<file path="src/rtl/ahb_apb_pkg.sv">
// ahb_apb_pkg: shared widths, address field positions and command record
// for the AHB command master, the AHB-to-APB bridge and the APB slaves.
package ahb_apb_pkg;
    localparam int ADDR_W   = 7;
    localparam int DATA_W   = 32;
    localparam int PSEL_HI  = 6;
    localparam int PSEL_LO  = 5;
    localparam int PADDR_HI = 4;
    localparam int PADDR_LO = 0;

    typedef struct packed {
        logic              write;
        logic [ADDR_W-1:0] addr;
        logic [DATA_W-1:0] wdata;
    } cmd_t;

    localparam int CMD_W = $bits(cmd_t);
endpackage

</file>
<file path="src/rtl/ahb_cmd_master_cmd_fifo.sv">
// cmd_fifo: synchronous FIFO with full/empty flags, reset to empty.
//   clk, rst     : clock, async active-high reset
//   push, din    : write request and data (ignored when full)
//   pop, dout    : read request (ignored when empty) and head data
//   full, empty  : occupancy flags
module cmd_fifo #(
    parameter int DEPTH = 4,
    parameter int WIDTH = 8
) (
    input  logic             clk,
    input  logic             rst,
    input  logic             push,
    input  logic [WIDTH-1:0] din,
    input  logic             pop,
    output logic [WIDTH-1:0] dout,
    output logic             full,
    output logic             empty
);
    localparam int AW = $clog2(DEPTH);

    logic [WIDTH-1:0] mem [DEPTH];
    logic [AW:0]      wr_ptr, rd_ptr;
    logic             do_push, do_pop;

    // the extra pointer bit distinguishes a full wrap from empty
    assign full    = (wr_ptr[AW] != rd_ptr[AW]) && (wr_ptr[AW-1:0] == rd_ptr[AW-1:0]);
    assign empty   = wr_ptr == rd_ptr;
    assign do_push = push && !full;
    assign do_pop  = pop && !empty;
    assign dout    = mem[rd_ptr[AW-1:0]];

    always_ff @(posedge clk or posedge rst) begin
        if (rst) begin
            wr_ptr <= '0;
            rd_ptr <= '0;
        end else begin
            if (do_push) wr_ptr <= wr_ptr + 1'b1;
            if (do_pop) rd_ptr <= rd_ptr + 1'b1;
        end
    end

    always_ff @(posedge clk) begin
        if (do_push) mem[wr_ptr[AW-1:0]] <= din;
    end
endmodule

</file>
<file path="src/rtl/ahb_cmd_master.sv">
// ahb_cmd_master: AHB-Lite master issuing buffered read/write commands to
// the AHB-to-APB bridge, one response per completed transfer.
//   HCLK, RESET                         : clock, async active-high reset
//   cmd_valid/ready/write/addr/wdata    : command input (valid/ready)
//   rsp_valid/write/rdata               : response pulse, no backpressure
//   HSEL/HADDR/HWRITE/HREADY/HWDATA     : AHB-Lite master outputs
//   HREADYOUT, HRDATA                   : bridge ready and read data
module ahb_cmd_master
    import ahb_apb_pkg::*;
#(
    parameter int FIFO_DEPTH = 4,
    parameter int PIPELINE   = 1
) (
    input  logic              HCLK,
    input  logic              RESET,
    input  logic              cmd_valid,
    output logic              cmd_ready,
    input  logic              cmd_write,
    input  logic [ADDR_W-1:0] cmd_addr,
    input  logic [DATA_W-1:0] cmd_wdata,
    output logic              rsp_valid,
    output logic              rsp_write,
    output logic [DATA_W-1:0] rsp_rdata,
    output logic              HSEL,
    output logic [ADDR_W-1:0] HADDR,
    output logic              HWRITE,
    output logic              HREADY,
    output logic [DATA_W-1:0] HWDATA,
    input  logic              HREADYOUT,
    input  logic [DATA_W-1:0] HRDATA
);
    cmd_t              in_cmd, head;
    logic              full, empty, allow, accept, complete;
    logic              dp_valid, dp_write;
    logic [DATA_W-1:0] dp_wdata;

    assign in_cmd = '{write: cmd_write, addr: cmd_addr, wdata: cmd_wdata};

    cmd_fifo #(.DEPTH(FIFO_DEPTH), .WIDTH(CMD_W)) u_fifo (
        .clk  (HCLK),
        .rst  (RESET),
        .push (cmd_valid),
        .din  (in_cmd),
        .pop  (accept),
        .dout (head),
        .full (full),
        .empty(empty)
    );

    // without pipelining, a new address phase waits until the data phase drains
    assign allow     = (PIPELINE != 0) || !dp_valid;
    assign HSEL      = !empty && allow;
    assign HADDR     = HSEL ? head.addr : '0;
    assign HWRITE    = HSEL && head.write;
    assign HREADY    = HREADYOUT;
    assign HWDATA    = (dp_valid && dp_write) ? dp_wdata : '0;
    assign cmd_ready = !full;
    assign accept    = HSEL && HREADYOUT;
    assign complete  = dp_valid && HREADYOUT;

    always_ff @(posedge HCLK or posedge RESET) begin
        if (RESET) begin
            dp_valid  <= 1'b0;
            dp_write  <= 1'b0;
            dp_wdata  <= '0;
            rsp_valid <= 1'b0;
            rsp_write <= 1'b0;
            rsp_rdata <= '0;
        end else begin
            dp_valid  <= accept ? 1'b1 : (complete ? 1'b0 : dp_valid);
            dp_write  <= accept ? head.write : dp_write;
            dp_wdata  <= accept ? head.wdata : dp_wdata;
            rsp_valid <= complete;
            rsp_write <= complete && dp_write;
            rsp_rdata <= (complete && !dp_write) ? HRDATA : '0;
        end
    end
endmodule

</file>
<file path="config.mk">
export PLATFORM = sky130hd
export DESIGN_NAME = ahb_cmd_master
export DESIGN_NICKNAME = d
export VERILOG_FILES = /design/src/rtl/ahb_apb_pkg.sv /design/src/rtl/ahb_cmd_master_cmd_fifo.sv /design/src/rtl/ahb_cmd_master.sv
export SDC_FILE = /design/constraint.sdc
export NUM_CORES = 1
export LEC_CHECK = 0
export CELL_PAD_IN_SITES_DETAIL_PLACEMENT = 1
export CELL_PAD_IN_SITES_GLOBAL_PLACEMENT = 2
export CORE_AREA = 3 3 140 156
export CTS_BUF_LIST = sky130_fd_sc_hd__clkbuf_8
export DETAILED_ROUTE_END_ITERATION = 16
export DIE_AREA = 0 0 143 159
export GPL_ROUTABILITY_DRIVEN = 0
export PLACE_DENSITY_LB_ADDON = 0.1
export SETUP_SLACK_MARGIN = 0.4
export SLEW_MARGIN = 10
export SYNTH_ARGS = -nofsm -noshare
export SYNTH_HDL_FRONTEND = slang
export SYNTH_SLANG_ARGS = --single-unit
</file>
<file path="constraint.sdc">
create_clock -name HCLK -period 6.2 [get_ports HCLK]
set_input_delay 0.62 -clock HCLK [delete_from_list [all_inputs] [get_ports HCLK]]
set_output_delay 0.62 -clock HCLK [all_outputs]
set_load 0.1 [all_outputs]
</file>
==> summary.txt <==
CTS
  – CTS tree: built
  – Post-CTS Resized: 0
  – Clk Latency, worst-skew pair: roughly 530 ps
  – Cts hold-fix bufs: 0
  – Clk sinks: ~230
  – H-tree depth: 2
  – Clk slew on worst S/H paths: 60 ps
  – Clock tree buffer depth: 3
  – Postcts setup bufs: 0
  – Root buf cell: clkbuf_8
  – TritonCTS buffer count: 40

Final layout
  – Most frequent cells in the layout: edfxtp_1, clkdlybuf4s50_1, dfrtp_1
  – Nets: between 600 and 700
  – Ratio of cells with drive above 1 in the final layout: between 20 and 25%
  – Commonest non-fill, non-tap cell in the layout: edfxtp_1
  – Area of the multi-input gates: between 0.002 and 0.0025 mm^2
  – Post-Layout Cell Count: about 900
  – Antenna Cells: 0
  – # fillers: around 1800
  – Post-route cell area: 0.0115 mm^2
  – Register area: between 0.006 and 0.007 mm^2
  – Synthesis-to-layout area growth: 28.8%

Yosys
  – Cells after Synth: between 400 and 500
  – Synth unique cells: 24
  – Yosys warnings: 0
  – Mapped cell area: 0.00890 mm^2
  – Seq cells post-synth: 234
  – Syn_area_per_cell: approximately 20 um^2
  – Post-synthesis sequential area ratio: around 75%
  – Syn nets: a little over 500

Global route
  – Met3 usage: around 4.2%
  – Largest net degree at the start of global routing: 75
  – Total gr overflow: 0
  – M2 GR Usage: between 20% and 30%
  – Initial antenna violation count: 0
  – Global-route wire length before repair: slightly above 30000 um
  – Gr busiest metal: met2
  – M1 GR Usage: roughly 22%
  – Total GRT Usage: between 10% and 20%
  – Vias in the first global route: 5289

Floorplanning
  – DIE WIDTH: between 100 and 150 um
  – IO Pins: approximately 150
  – Initial Util: between 40% and 50%
  – Std cell rows: between 50 and 60
  – Die Y: 159 um
  – Total core area: roughly 0.02 mm^2
  – DIE AREA: 0.0227 mm^2

Timing
  – Pins Over Slew Limit: 0
  – Setup TNS: 0 ps
  – RSZ-0062 raised after global routing: no
  – Clock Skew: a little over 20 ps
  – Fin crit share: 67.5%
  – Slew headroom: 19.9%
  – Tmin final: between 4000 and 5000 ps
  – Hold Vio Cnt, Final: 0
  – Slew @ Worst Pin: between 1000 and 1500 ps
  – F_max: about 240 MHz
  – Setup violations, final: 0

Setup path
  – Max incr delay on CP: between 1000 and 1500 ps
  – CP Capture Type: output port
  – Crit Path Max Fanout: 44
  – CP required: 5580 ps
  – Crit start category: register
  – Critical path, cell by cell: xor2_1 -> nor3_1 -> buf_4 -> nor2b_1 -> clkdlybuf4s50_1
  – Critical-path top delay cell: clkdlybuf4s50_1
  – Worst EP arrival: between 3000 and 4000 ps
  – Crit path kind: register to output port
  – R2R Setup Slk: 2980 ps
  – Top Family by Delay on Critical Path: buffers and inverters
  – Number of buffers and inverters on the critical path: 2

Job
  – Max-cap violation count: 0

Worst hold path
  – Type of the tightest min-delay check: register to register

Drt
  – Initial DRC count: between 200 and 250
  – Vias: 4661
  – Total Routed Length: 19400 um
  – Detailed Routing Iterations Pass 1: 4
  – Wire per inst: 21.5 um
  – DR vias/cell: roughly 5.2
  – # DRC: 0
  – Post-route ant nets: 0

Placed design
  – Number of cells after detailed placement: 829
  – HPWL after detailed placement: around 11000 um
  – # port buffers: between 150 and 200
  – Placed Area: between 0.01 and 0.015 mm^2

Status
  – Status: finished, final reports clean
-- worst register-to-register path, cell delays in order (launching register included) --
cell,delay (ps)
dfrtp_4,1040
xnor2_1,310
a31oi_1,440
and2_2,1020
-- layer usage --
metal  up-vias  routed length (um)
li1       2038                   -
met2       166                9760
met5         -                   0
met1      2420                8030
met4         0                 340
met3        37                1260
-- synthesized netlist by cell type --
library cell,count,area (um^2)
a31oi_1,2,12.5
and2_1,36,225
and3_1,33,206
buf_2,5,25.0
buf_4,2,15.0
buf_6,3,33.8
clkbuf_1,13,48.8
dfrtp_1,74,1850
edfxtp_1,160,4800
ha_1,5,62.6
inv_1,6,22.5
mux2_2,7,78.8
mux2_4,28,420
mux4_2,40,901
nand2_1,1,3.75
nand3_1,1,5.00
nor2b_1,9,56.3
nor3_1,1,5.00
o21ai_0,1,5.00
o311ai_0,1,8.76
o31ai_4,1,21.3
xnor2_1,5,43.8
xor2_1,3,26.3
xor2_2,1,16.3
-- kinds of logic after synthesis --
group / synth area share [%]
AOI/OAI and AO/OA: 0.534
xor gates and xnor gates: 0.970
adders and majority gates: 0.703
buffers and inverters: 1.63
DFF: 74.8
muxes: 15.7
and+or+nand+nor: 5.64
-- state kept, by name (all words and copies together), names as in the netlist --
signal / cells
dp_write: 1
rsp_write: 1
u_fifo.wr_ptr: 3
dp_valid: 1
u_fifo.rd_ptr: 3
u_fifo.mem: 160
rsp_valid: 1
rsp_rdata: 32
dp_wdata: 32
-- cell type report --
| cell class | count | area share [%] |
|---|---|---|
| clock buffers | 44 | 5.28 |
| clock inverters | 28 | 1.43 |
| inverters | 6 | 0.207 |
| multi-input cells | 175 | 18.5 |
| flip-flops and latches | 234 | 58.1 |
| well taps | 256 | 2.80 |
| repair buffers | 158 | 13.7 |
-- path summary, 6_finish.rpt --
path / start / endpoint / cells past startpoint
worst max-delay path: u_fifo.rd_ptr[0] / HADDR[4] / 5
worst min-delay path: u_fifo.wr_ptr[2] / u_fifo.wr_ptr[2] / 1
worst max register to register: u_fifo.rd_ptr[0] / u_fifo.mem[1][19] / 3
worst min register to register: u_fifo.wr_ptr[2] / u_fifo.wr_ptr[2] / 1
max in group asynchronous: RESET / u_fifo.rd_ptr[0] / 3
min in group asynchronous: RESET / rsp_rdata[20] / 3
-- per-stage QoR --
stage	hold WS, ps	utilization, %	setup slack [ps]
2_1_floorplan	460	-	2740
3_3_place_gp	474	52.3	2550
6_report	491	56.1	2010
5_1_grt	518	56.1	1740
4_1_cts	492	56.1	1890
3_5_place_dp	479	52.3	2490
Power is left out: the tool's default activity adds up to more than one toggle a clock period on the data nets, which glitch-free logic cannot reach.
